`src/rtl/conv_pkg.sv`:
```
// Shared types and helpers for the convolution tile sequencer.
// The window packing helper maps (row, col) of a 4x4 tile to its flat element index.
package conv_pkg;

  typedef enum logic [2:0] {
    IDLE = 3'd0,
    LOAD = 3'd1,
    MAC  = 3'd2,
    OUT  = 3'd3,
    DONE = 3'd4
  } state_t;

  localparam int DEF_LEN_IN  = 8;
  localparam int DEF_LEN_OUT = 25;

  function automatic int win_idx(input int r, input int c);
    return r * 4 + c;
  endfunction

endpackage

```
`src/rtl/conv_row_loader.sv`:
```
// Walks the 5-cycle LOAD phase: issues row reads for one channel's 4x4 window and
// kernel, and captures each returned row into the tile registers one cycle later.
module conv_row_loader
  import conv_pkg::*;
#(
  parameter int LEN_IN = DEF_LEN_IN,
  parameter int IMG_W  = 16,
  parameter int IMG_H  = 16,
  parameter int STRIDE = 1,
  parameter int FM_AW  = 10,
  parameter int KR_AW  = 4,
  parameter int CH_W   = 2,
  parameter int ROW_W  = 4,
  parameter int COL_W  = 4
) (
  input  logic                 clk,
  input  logic                 rst_n,
  input  logic                 active_i,
  input  logic [CH_W-1:0]      ch_i,
  input  logic [ROW_W-1:0]     row_i,
  input  logic [COL_W-1:0]     col_i,
  input  logic [4*LEN_IN-1:0]  fm_rd_data_i,
  input  logic [4*LEN_IN-1:0]  kr_rd_data_i,
  output logic                 last_o,
  output logic                 fm_rd_en_o,
  output logic [FM_AW-1:0]     fm_addr_o,
  output logic                 kr_rd_en_o,
  output logic [KR_AW-1:0]     kr_addr_o,
  output logic [16*LEN_IN-1:0] win_o,
  output logic [16*LEN_IN-1:0] ker_o
);

  logic [2:0]       k_q, k_d;
  logic [FM_AW-1:0] fm_addr_q, fm_addr_d;
  logic [KR_AW-1:0] kr_addr_q, kr_addr_d;
  logic             issue, capture;
  logic [1:0]       cap_row;

  assign issue   = active_i && !k_q[2];
  assign capture = active_i && (k_q != 3'd0);
  assign cap_row = 2'(k_q - 3'd1);
  assign last_o  = active_i && (k_q == 3'd4);

  always_comb begin
    k_d = '0;
    if (active_i && k_q != 3'd4) k_d = k_q + 3'd1;
  end

  // Output positions are in window steps; scale by STRIDE to reach pixel coordinates.
  assign fm_addr_d = FM_AW'((32'(ch_i) * 32'(IMG_H) + 32'(row_i) * 32'(STRIDE) + 32'(k_q))
                            * 32'(IMG_W) + 32'(col_i) * 32'(STRIDE));
  assign kr_addr_d = KR_AW'(32'(ch_i) * 32'd4 + 32'(k_q));

  assign fm_rd_en_o = issue;
  assign kr_rd_en_o = issue;
  assign fm_addr_o  = issue ? fm_addr_d : fm_addr_q;
  assign kr_addr_o  = issue ? kr_addr_d : kr_addr_q;

  always_ff @(posedge clk or negedge rst_n) begin
    if (!rst_n) begin
      k_q       <= '0;
      fm_addr_q <= '0;
      kr_addr_q <= '0;
    end else begin
      k_q <= k_d;
      if (issue) begin
        fm_addr_q <= fm_addr_d;
        kr_addr_q <= kr_addr_d;
      end
    end
  end

  for (genvar gi = 0; gi < 4; gi++) begin : g_row
    localparam int BASE = win_idx(gi, 0) * LEN_IN;
    logic [4*LEN_IN-1:0] win_row_q, ker_row_q;

    always_ff @(posedge clk or negedge rst_n) begin
      if (!rst_n) begin
        win_row_q <= '0;
        ker_row_q <= '0;
      end else if (capture && cap_row == 2'(gi)) begin
        win_row_q <= fm_rd_data_i;
        ker_row_q <= kr_rd_data_i;
      end
    end

    assign win_o[BASE +: 4*LEN_IN] = win_row_q;
    assign ker_o[BASE +: 4*LEN_IN] = ker_row_q;
  end

endmodule

```
`src/rtl/conv_tile_sequencer.sv`:
```
// Drives an external 4x4 MAC over every output position of a multi-channel feature map,
// accumulating channels through mac_last and streaming one result per position.
module conv_tile_sequencer
  import conv_pkg::*;
#(
  parameter int LEN_IN  = DEF_LEN_IN,
  parameter int LEN_OUT = DEF_LEN_OUT,
  parameter int IMG_W   = 16,
  parameter int IMG_H   = 16,
  parameter int NUM_CH  = 4,
  parameter int STRIDE  = 1,
  localparam int FM_AW  = $clog2(NUM_CH * IMG_H * IMG_W),
  localparam int KR_AW  = $clog2(NUM_CH * 4),
  localparam int ROW_W  = $clog2(IMG_H),
  localparam int COL_W  = $clog2(IMG_W)
) (
  input  logic                 clk,
  input  logic                 rst_n,
  input  logic                 start,
  output logic                 busy,
  output logic                 done,
  output logic                 fm_rd_en,
  output logic [FM_AW-1:0]     fm_addr,
  input  logic [4*LEN_IN-1:0]  fm_rd_data,
  output logic                 kr_rd_en,
  output logic [KR_AW-1:0]     kr_addr,
  input  logic [4*LEN_IN-1:0]  kr_rd_data,
  output logic [16*LEN_IN-1:0] mac_data,
  output logic [16*LEN_IN-1:0] mac_kernel,
  output logic [LEN_OUT-1:0]   mac_last,
  input  logic [LEN_OUT-1:0]   mac_result,
  output logic                 out_valid,
  input  logic                 out_ready,
  output logic [LEN_OUT-1:0]   out_data,
  output logic [ROW_W-1:0]     out_row,
  output logic [COL_W-1:0]     out_col
);

  localparam int CH_W  = (NUM_CH > 1) ? $clog2(NUM_CH) : 1;
  localparam int OUT_W = (IMG_W - 4) / STRIDE + 1;
  localparam int OUT_H = (IMG_H - 4) / STRIDE + 1;

  state_t              state_q, state_d;
  logic [CH_W-1:0]     ch_q;
  logic [ROW_W-1:0]    row_q;
  logic [COL_W-1:0]    col_q;
  logic [LEN_OUT-1:0]  acc_q;
  logic                load_active, load_last, last_ch, last_pos;

  assign last_ch  = (ch_q == CH_W'(NUM_CH - 1));
  assign last_pos = (row_q == ROW_W'(OUT_H - 1)) && (col_q == COL_W'(OUT_W - 1));

  always_comb begin
    state_d     = state_q;
    busy        = 1'b0;
    done        = 1'b0;
    out_valid   = 1'b0;
    load_active = 1'b0;
    case (state_q)
      IDLE: if (start) state_d = LOAD;
      LOAD: begin
        busy        = 1'b1;
        load_active = 1'b1;
        if (load_last) state_d = MAC;
      end
      MAC: begin
        busy    = 1'b1;
        state_d = last_ch ? OUT : LOAD;
      end
      OUT: begin
        busy      = 1'b1;
        out_valid = 1'b1;
        if (out_ready) state_d = last_pos ? DONE : LOAD;
      end
      DONE: begin
        done    = 1'b1;
        state_d = IDLE;
      end
      default: state_d = IDLE;
    endcase
  end

  always_ff @(posedge clk or negedge rst_n) begin
    if (!rst_n) begin
      state_q <= IDLE;
      ch_q    <= '0;
      row_q   <= '0;
      col_q   <= '0;
      acc_q   <= '0;
    end else begin
      state_q <= state_d;
      case (state_q)
        IDLE: if (start) begin
          ch_q  <= '0;
          row_q <= '0;
          col_q <= '0;
        end
        MAC: begin
          acc_q <= mac_result;
          if (!last_ch) ch_q <= ch_q + 1'b1;
        end
        OUT: if (out_ready) begin
          ch_q <= '0;
          if (!last_pos) begin
            if (col_q == COL_W'(OUT_W - 1)) begin
              col_q <= '0;
              row_q <= row_q + 1'b1;
            end else begin
              col_q <= col_q + 1'b1;
            end
          end
        end
        default: ;
      endcase
    end
  end

  // Channel 0 must start from zero, not from the previous position's sum.
  assign mac_last = (ch_q == '0) ? '0 : acc_q;
  assign out_data = acc_q;
  assign out_row  = row_q;
  assign out_col  = col_q;

  conv_row_loader #(
    .LEN_IN (LEN_IN),
    .IMG_W  (IMG_W),
    .IMG_H  (IMG_H),
    .STRIDE (STRIDE),
    .FM_AW  (FM_AW),
    .KR_AW  (KR_AW),
    .CH_W   (CH_W),
    .ROW_W  (ROW_W),
    .COL_W  (COL_W)
  ) u_loader (
    .clk          (clk),
    .rst_n        (rst_n),
    .active_i     (load_active),
    .ch_i         (ch_q),
    .row_i        (row_q),
    .col_i        (col_q),
    .fm_rd_data_i (fm_rd_data),
    .kr_rd_data_i (kr_rd_data),
    .last_o       (load_last),
    .fm_rd_en_o   (fm_rd_en),
    .fm_addr_o    (fm_addr),
    .kr_rd_en_o   (kr_rd_en),
    .kr_addr_o    (kr_addr),
    .win_o        (mac_data),
    .ker_o        (mac_kernel)
  );

endmodule

```
`config.mk`:
```
export PLATFORM = sky130hd
export DESIGN_NAME = conv_tile_sequencer
export DESIGN_NICKNAME = d
export VERILOG_FILES = /design/src/rtl/conv_pkg.sv /design/src/rtl/conv_row_loader.sv /design/src/rtl/conv_tile_sequencer.sv
export SDC_FILE = /design/constraint.sdc
export NUM_CORES = 1
export LEC_CHECK = 0
export CORE_ASPECT_RATIO = 1.2
export CORE_MARGIN = 3
export CORE_UTILIZATION = 50
export CTS_CLUSTER_DIAMETER = 100
export DETAILED_ROUTE_END_ITERATION = 10
export HOLD_SLACK_MARGIN = 0.02
export PLACE_DENSITY = 0.86
export SYNTH_ARGS = -nofsm -noshare
export SYNTH_HDL_FRONTEND = slang
export SYNTH_SLANG_ARGS = --single-unit
```
`constraint.sdc`:
```
create_clock -name clk -period 5.5 [get_ports clk]
set_input_delay 1.1 -clock clk [delete_from_list [all_inputs] [get_ports clk]]
set_output_delay 1.1 -clock clk [all_outputs]
set_load 0.1 [all_outputs]
```
==> impl_metrics.py, run 1 <==
metrics = {
    "placed_design": {
        "dp_cells": 1504,
        "dp_hpwl_um": 24300,
        "pre_cts_ws_ns": 1.46,
        "portBuffers": 425,
        "place_congestion": 0.816,
    },
    "floorplan": {
        "die_w_um": 153,
        "row_count": 64,
        "io_pins": 426,
        "core_area_um2": 25500,
        "dieArea_um2": 28000,
        "initial_utilization_pct": 50.9,
        "die-height_um": 183,
    },
    "synth": {
        "avgSynthCellArea_um2": 16.7,
        "synth_nets": 888,
        "synthArstFlopShare_pct": 100,
        "syn_area_um2": 13000,
        "ys_types": 39,
        "ys_warn_count": 0,
        "synth-seq-area-share_pct": 59.8,
        "synth-main-ff-cell": "dfrtp_1",
        "netlist_instances": 779,
        "synth_edf_count": 0,
        "ys_ff_latch": 311,
    },
    "routing": {
        "routed_wl_um": 36100,
        "wl_per_cell_um": 23.1,
        "dr.pass1.iters": 6,
        "via_per_inst": 5.29,
        "vias": 8280,
        "drc": 0,
        "drt_iter0_markers": 270,
        "ant_nets": 0,
    },
    "grt": {
        "grt_pass1_vias": 9102,
        "grt_max_degree": 146,
        "antenna_found_initial": 2,
        "grt_pass1_wl_um": 55400,
        "overflow": 0,
        "track_usage_pct": 25.2,
    },
    "setup_path": {
        "critical_path_class": "flop to primary output",
        "endpoint_kind": "primary output",
        "cp_data_arrival_time_ns": 3.57,
        "r2r-end": "u_loader.g_row[3].ker_row_q[26]$_DFFE_PN0P_",
        "cp_max_fo": 20,
        "r2r_cells": 6,
        "crit_required_ns": 4.40,
        "slowest_delay_ns": 1.17,
        "r2r_slack_ns": 2.35,
        "rr_startpoint": "u_loader.k_q[1]$_DFF_PN0_",
        "crit_slowest_cell": "clkdlybuf4s50_1",
        "start_kind": "flop",
        "path_cells": "nor2_4 -> nand2_2 -> nor2_2 -> nor2_1 -> a21oi_1 -> clkdlybuf4s50_1",
    },
    "timing": {
        "fin_crit_sh_pct": 84.9,
        "maxSlewHeadroom_pct": 14.3,
        "worst_pin_slew_ns": 1.28,
        "slew_viol_final": 0,
        "fin_crit_ns": 4.67,
        "rsz0062_at_grt": "false",
        "final.setup.tns_ns": 0,
        "finalSetupViolCount": 0,
        "worst_slack_ns": 0.831,
        "fmax_ghz": 0.214,
        "skew_ns": 0.0213,
        "finalHoldViolCount": 0,
    },
    "final_layout": {
        "area_growth_pct": 42.6,
        "mostFrequentLayoutCells": "clkdlybuf4s50_1 (424), dfrtp_1 (311), mux2_4 (180)",
        "stdcell_count": 1564,
        "fin_util_pct": 72.6,
        "final_common_cell": "clkdlybuf4s50_1",
        "n_fill_cell": 1612,
        "drive_above_1_share_pct": 29.0,
        "nNetsFinal": 1316,
    },
    "clock_tree": {
        "cts-root-buf": "clkbuf_16",
        "postCtsSetupRepairBufs": 0,
        "htree_levels": 1,
        "hold_buffers": 0,
        "cts_resized": 0,
        "cts.path.max_buffers": 3,
        "cts.sinks": 311,
        "cts_tree": "done",
        "numCtsBuffers": 31,
        "clk_pin_slew_ns": 0.06,
        "clock_latency_ns": 0.55,
    },
    "worst_hold_path": {
        "hold_end": "u_loader.g_row[3].win_row_q[7]$_DFFE_PN0P_",
        "worstHoldStart": "u_loader.g_row[3].win_row_q[7]$_DFFE_PN0P_",
        "hold_class": "flop to flop",
        "hold_depth": 1,
    },
    "job": {
        "max_cap_violations": 0,
    },
    "status": {
        "status": "finished clean",
    },
}
[cell usage after synthesis, types with 2 or more instances]
master / n / area (um^2)
buf_2: 12 / 60.1
nand2_8: 3 / 60.1
mux2_4: 180 / 2700
nor2_1: 14 / 52.6
nor2_2: 2 / 12.5
o21ai_0: 11 / 55.1
o21ai_1: 2 / 10.0
nand2_1: 10 / 37.5
inv_1: 10 / 37.5
clkbuf_1: 3 / 11.3
nand3_1: 5 / 25.0
a22o_1: 2 / 17.5
mux2i_1: 2 / 20.0
buf_6: 19 / 214
and3_1: 2 / 12.5
dfrtp_1: 311 / 7780
or3_1: 3 / 18.8
and2_1: 2 / 12.5
xnor2_1: 6 / 52.6
a21oi_1: 8 / 40.0
mux2_1: 4 / 45.0
ha_1: 15 / 188
nor2b_1: 31 / 194
mux2_2: 107 / 1200
[cells by family (layout without fill, tap and decap cells)]
group | Yosys count | after routing | share of synthesized area [%]
adders and majority gates | 16 | 16 | 1.60
muxes | 293 | 293 | 30.5
other | 0 | 2 | 0
and+or+nand+nor | 79 | 79 | 3.68
AOI/OAI and AO/OA | 28 | 28 | 1.32
buffers and inverters | 45 | 498 | 2.54
xor gates and xnor gates | 7 | 7 | 0.471
DFF | 311 | 311 | 59.8
[critical path, delay by kind of cell (launching register included)]
kind	cells	cell delay, ns
AND/OR/NAND/NOR	4	1.11
AO/OA/AOI/OAI	1	0.22
buffers and inverters	1	1.17
flip-flops	1	0.50
[stage by stage]
stage | hold WS [ns] | instance area [um^2]
2_1_floorplan | 0.515 | 13000
3_3_place_gp | 0.466 | 17400
3_5_place_dp | 0.486 | 17400
4_1_cts | 0.502 | 18500
5_1_grt | 0.510 | 18600
6_report | 0.496 | 18600
[worst max path at each step]
| stage | slack, ns | from | end | cells past startpoint |
|---|---|---|---|---|
| finish | 0.83 | state_q[2]$_DFFE_PN0P_ | fm_addr[9] | 6 |
| global route | 0.63 | state_q[2]$_DFFE_PN0P_ | fm_addr[9] | 6 |
| CTS | 0.81 | state_q[2]$_DFFE_PN0P_ | fm_addr[9] | 6 |
| detailed placement | 1.46 | state_q[2]$_DFFE_PN0P_ | fm_addr[9] | 6 |
| global placement | 1.55 | state_q[2]$_DFFE_PN0P_ | fm_addr[8] | 6 |
| floorplan | 0.98 | out_row[1]$_DFFE_PN0P_ | fm_addr[9] | 6 |
[area by class of cell]
cell class	count	area (um^2)	share of cell area, %
Sequential cell	311	7780	42.0
Multi-Input combinational cell	423	4900	26.4
Timing Repair Buffer	430	4310	23.2
Clock buffer	38	842	4.54
Tap cell	330	413	2.23
Clock inverter	20	263	1.42
Inverter	10	37.5	0.202
Antenna cell	2	5.00	0.0270
[state kept, by name (all words and copies together) (netlist names)]
name,cells
u_loader.g_row.ker_row_q,128
out_data,25
u_loader.k_q,3
u_loader.kr_addr_q,4
ch_q,2
state_q,3
out_row,4
u_loader.g_row.win_row_q,128
u_loader.fm_addr_q,10
out_col,4
[routing by layer]
layer	part of all wire [%]	GRT usage [%]
met1	38	30.1
met2	51	44.6
met3	7.7	6.33
met4	3.5	8.41
met5	0	0
Power of run 1 is left out: the tool's default activity adds up to more than one toggle a clock period on the data nets, which glitch-free logic cannot reach.
==> run 2, diff against run 1 <==
- CORE_UTILIZATION: 50 -> 46
- PLACE_DENSITY: 0.86 -> 0.8
- clock period: 5.5 -> 4.4 ns (I/O delays scaled with it)
==> impl_metrics.py, run 2 (synthesis gave the netlist of run 1 again) <==
metrics = {
    "status": {
        "status": "finished clean",
    },
    "setup_path": {
        "crit_required_ns": 3.52,
        "slowest_delay_ns": 1.19,
        "critical_path_class": "flop to primary output",
        "path_cells": "nor2b_1 -> and2_1 -> clkdlybuf4s50_1",
        "cp_max_fo": 10,
        "crit_slowest_cell": "clkdlybuf4s50_1",
        "start_kind": "flop",
        "path_buf_inv": 1,
        "endpoint_kind": "primary output",
        "cp_data_arrival_time_ns": 2.69,
        "critical-path-top-delay-family": "buffers and inverters",
    },
    "timing": {
        "hold_ws_ns": 0.418,
        "fmax_ghz": 0.280,
        "worst_pin_slew_ns": 1.12,
        "slew_viol_final": 0,
        "maxSlewHeadroom_pct": 25.2,
        "skew_ns": 0.0124,
        "finalHoldViolCount": 0,
        "fin_crit_sh_pct": 81.2,
        "finalSetupViolCount": 0,
        "rsz0062_at_grt": "false",
        "fin_crit_ns": 3.57,
        "final.setup.tns_ns": 0,
    },
    "routing": {
        "via_per_inst": 5.06,
        "ant_nets": 0,
        "drt_iter0_markers": 354,
        "drc": 0,
        "wl_per_cell_um": 21.7,
        "vias": 8151,
        "routed_wl_um": 35000,
        "dr.pass1.iters": 4,
    },
    "floorplan": {
        "die_w_um": 159,
        "row_count": 66,
        "die-height_um": 190,
        "dieArea_um2": 30300,
        "core_area_um2": 27500,
        "initial_utilization_pct": 47.3,
        "io_pins": 426,
    },
    "placed_design": {
        "dp_hpwl_um": 24500,
        "portBuffers": 425,
        "place_congestion": 0.881,
    },
    "grt": {
        "track_usage_pct": 22.8,
        "grt_pass1_wl_um": 54500,
        "grt_max_degree": 103,
        "overflow": 0,
        "grt_pass1_vias": 8955,
        "antenna_found_initial": 1,
    },
    "clock_tree": {
        "htree_levels": 2,
        "cts_tree": "done",
        "cts_resized": 0,
        "cts-root-buf": "clkbuf_16",
        "clock_latency_ns": 0.50,
        "clk_pin_slew_ns": 0.06,
        "cts.path.max_buffers": 3,
        "numCtsBuffers": 34,
        "postCtsSetupRepairBufs": 0,
        "cts.sinks": 311,
        "hold_buffers": 0,
    },
    "final_layout": {
        "final_common_cell": "clkdlybuf4s50_1",
        "mostFrequentLayoutCells": "clkdlybuf4s50_1 (383), dfrtp_1 (311), mux2_4 (180)",
        "drive_above_1_share_pct": 32.3,
        "area_growth_pct": 43.2,
        "nNetsFinal": 1322,
    },
    "worst_hold_path": {
        "hold_class": "primary input to async pin",
    },
    "job": {
        "max_cap_violations": 0,
    },
}
run 2: cell types whose count changed in the layout (fill, tap and decap cells not counted), sizes merged:
cell	change
clkinv	-8
buf	+44
clkdlybuf4s50	-41
clkbuf	+11
clkinvlp	-1
diode	-1
bufinv	-1
run 2: path summary, 6_finish.rpt:
path                                                            startpoint                                    endpoint  cells past startpoint  slack (ns)
worst max-delay path                                state_q[1]$_DFFE_PN0P_                                   out_valid                      3        0.83
worst min-delay path                                                 rst_n             u_loader.kr_addr_q[3]$_DFF_PN0_                      1        0.42
worst max register to register                   u_loader.k_q[0]$_DFF_PN0_  u_loader.g_row[1].ker_row_q[6]$_DFFE_PN0P_                      5        1.91
worst min register to register  u_loader.g_row[3].win_row_q[9]$_DFFE_PN0P_  u_loader.g_row[3].win_row_q[9]$_DFFE_PN0P_                      1        0.49
max in group asynchronous                                            rst_n  u_loader.g_row[1].ker_row_q[0]$_DFFE_PN0P_                      2        2.99
min in group clk                u_loader.g_row[3].win_row_q[9]$_DFFE_PN0P_  u_loader.g_row[3].win_row_q[9]$_DFFE_PN0P_                      1        0.49
run 2: through the flow:
step | area (um^2) | instances | setup slack, ns | utilization (%)
floorplan | 13000 | 779 | 0.0952 | -
global placement | 17400 | 1551 | 1.43 | 63.4
detailed placement | 17400 | 1551 | 1.39 | 63.4
CTS | 18600 | 1610 | 0.845 | 67.7
global route | 18600 | 1611 | 0.674 | 67.7
finish | 18600 | 1611 | 0.828 | 67.7
run 2: area by class of cell:
type                    count  area [um^2]
clock buffers              49         1010
fillers                  1933         8870
well taps                 374          468
inverters                  10         37.5
flip-flops and latches    311         7780
diodes                      1         2.50
clock inverters            10          185
repair buffers            433         4240
multi-input cells         423         4900
run 2: metal layers:
metal / part of all wire (%) / global-route usage [%]
met1: 38 / 26.6
met2: 51 / 40.2
met3: 7.4 / 6.62
met4: 3.3 / 7.95
met5: 0 / 0
Power of run 2 is left out for the same reason.
==> run 3, diff against run 2 <==
- clock period: 4.4 -> 3.6 ns (I/O delays scaled with it)
==> impl_metrics.py, run 3 (synthesis gave the netlist of run 1 again) <==
metrics = {
    "routing": {
        "wl_per_cell_um": 21.4,
        "routed_wl_um": 34300,
        "drc": 0,
        "dr.pass1.iters": 4,
        "vias": 8092,
        "drt_iter0_markers": 277,
        "ant_nets": 0,
        "via_per_inst": 5.04,
    },
    "final_layout": {
        "area_growth_pct": 42.9,
        "nNetsFinal": 1321,
        "drive_above_1_share_pct": 34.5,
        "multi_input_area_um2": 4910,
        "mostFrequentLayoutCells": "clkdlybuf4s50_1 (359), dfrtp_1 (311), mux2_4 (180)",
        "n_fill_cell": 1939,
        "final_common_cell": "clkdlybuf4s50_1",
        "antenna_cells": 0,
        "design_area_um2": 18600,
        "seq_area_um2": 7780,
    },
    "clock_tree": {
        "postCtsSetupRepairBufs": 0,
        "cts_resized": 0,
        "cts.path.max_buffers": 3,
        "cts.sinks": 311,
        "clock_latency_ns": 0.54,
        "hold_buffers": 0,
        "numCtsBuffers": 30,
        "cts_tree": "done",
        "clk_pin_slew_ns": 0.06,
        "cts-root-buf": "clkbuf_16",
        "htree_levels": 1,
    },
    "setup_path": {
        "cp_data_arrival_time_ns": 2.42,
        "start_kind": "flop",
        "startpoint": "out_row[0]$_DFFE_PN0P_",
        "r2r-end": "u_loader.g_row[1].win_row_q[26]$_DFFE_PN0P_",
        "crit_slowest_cell": "dfrtp_1",
        "path_depth": 7,
        "endpoint_kind": "primary output",
        "critical-path-top-delay-family": "adder cells",
        "rr_startpoint": "u_loader.k_q[0]$_DFF_PN0_",
        "critical_path_class": "flop to primary output",
        "endpoint": "fm_addr[8]",
        "slowest_delay_ns": 0.45,
        "cp_max_fo": 7,
        "path_buf_inv": 1,
        "path_cells": "ha_1 -> fa_1 -> a21oi_1 -> nor2b_1 -> xnor2_1 -> a21oi_2 -> buf_12",
        "r2r_cells": 5,
        "r2r_slack_ns": 1.18,
        "crit_required_ns": 2.88,
    },
    "timing": {
        "slew_viol_final": 0,
        "worst_pin_slew_ns": 1.06,
        "maxSlewHeadroom_pct": 29.4,
        "fin_crit_sh_pct": 87.3,
        "rsz0062_at_grt": "false",
        "finalSetupViolCount": 0,
        "skew_ns": 0.00794,
        "fin_crit_ns": 3.14,
        "final.setup.tns_ns": 0,
        "finalHoldViolCount": 0,
        "fmax_ghz": 0.318,
    },
    "job": {
        "max_cap_violations": 0,
    },
    "placed_design": {
        "place_area_um2": 17600,
        "dp_hpwl_um": 23800,
        "place_congestion": 0.807,
        "portBuffers": 425,
    },
    "grt": {
        "overflow": 0,
        "grt_util_met1_pct": 25.7,
        "met3_usage_pct": 5.53,
        "grt_pass1_wl_um": 53500,
        "gr-usage-met2_pct": 40.2,
        "track_usage_pct": 22.2,
        "antenna_found_initial": 0,
        "grt-busiest-layer": "met2",
        "grt_max_degree": 78,
        "grt_pass1_vias": 8964,
    },
    "floorplan": {
        "dieArea_um2": 30300,
        "io_pins": 426,
        "core_area_um2": 27500,
        "row_count": 66,
        "die-height_um": 190,
        "initial_utilization_pct": 47.3,
        "die_w_um": 159,
    },
    "worst_hold_path": {
        "hold_class": "primary input to async pin",
    },
    "status": {
        "status": "finished clean",
    },
}
==> run 3: layout make-up <==
| cell class | count | share of cell area [%] |
|---|---|---|
| multi-input cells | 423 | 26.4 |
| clock buffers | 41 | 4.70 |
| repair buffers | 436 | 23.7 |
| well taps | 374 | 2.52 |
| clock inverters | 11 | 0.579 |
| inverters | 10 | 0.202 |
| flip-flops and latches | 311 | 41.9 |
==> run 3: worst register-to-register path, stage by stage (launching register included) <==
cell and delay [ns]:
dfrtp_1 0.48, inv_1 0.11, ha_1 0.26, a21oi_4 0.39, nand2_8 0.50, mux2_4 0.57
==> run 3: per-stage QoR <==
| step | instances | util, % | hold slack, ns | setup slack (ns) |
|---|---|---|---|---|
| 6_report | 1606 | 67.6 | 0.161 | 0.457 |
| 5_1_grt | 1606 | 67.6 | 0.185 | 0.284 |
| 4_1_cts | 1606 | 67.6 | 0.160 | 0.399 |
| 3_5_place_dp | 1554 | 64.0 | 0.477 | 0.998 |
| 3_3_place_gp | 1554 | 64.0 | 0.468 | 1.03 |
| 2_1_floorplan | 779 | - | 0.424 | 0.0809 |
==> run 3: how the worst min path moves through the flow <==
stage | from | to | slack (ns) | cells past startpoint
floorplan | rst_n | ch_q[0]$_DFFE_PN0P_ | 0.42 | 0
global placement | u_loader.g_row[3].win_row_q[7]$_DFFE_PN0P_ | u_loader.g_row[3].win_row_q[7]$_DFFE_PN0P_ | 0.47 | 1
detailed placement | u_loader.g_row[3].win_row_q[5]$_DFFE_PN0P_ | u_loader.g_row[3].win_row_q[5]$_DFFE_PN0P_ | 0.48 | 1
CTS | rst_n | out_data[3]$_DFFE_PN0P_ | 0.16 | 1
global route | rst_n | out_data[3]$_DFFE_PN0P_ | 0.19 | 1
finish | rst_n | out_data[3]$_DFFE_PN0P_ | 0.16 | 1
==> run 3: metal layers <==
metal,routed length (um),vias up
met5,0,-
met4,1200,0
met3,2200,65
met2,17800,307
met1,13100,4145
li1,-,3575
Power of run 3 is left out for the same reason.
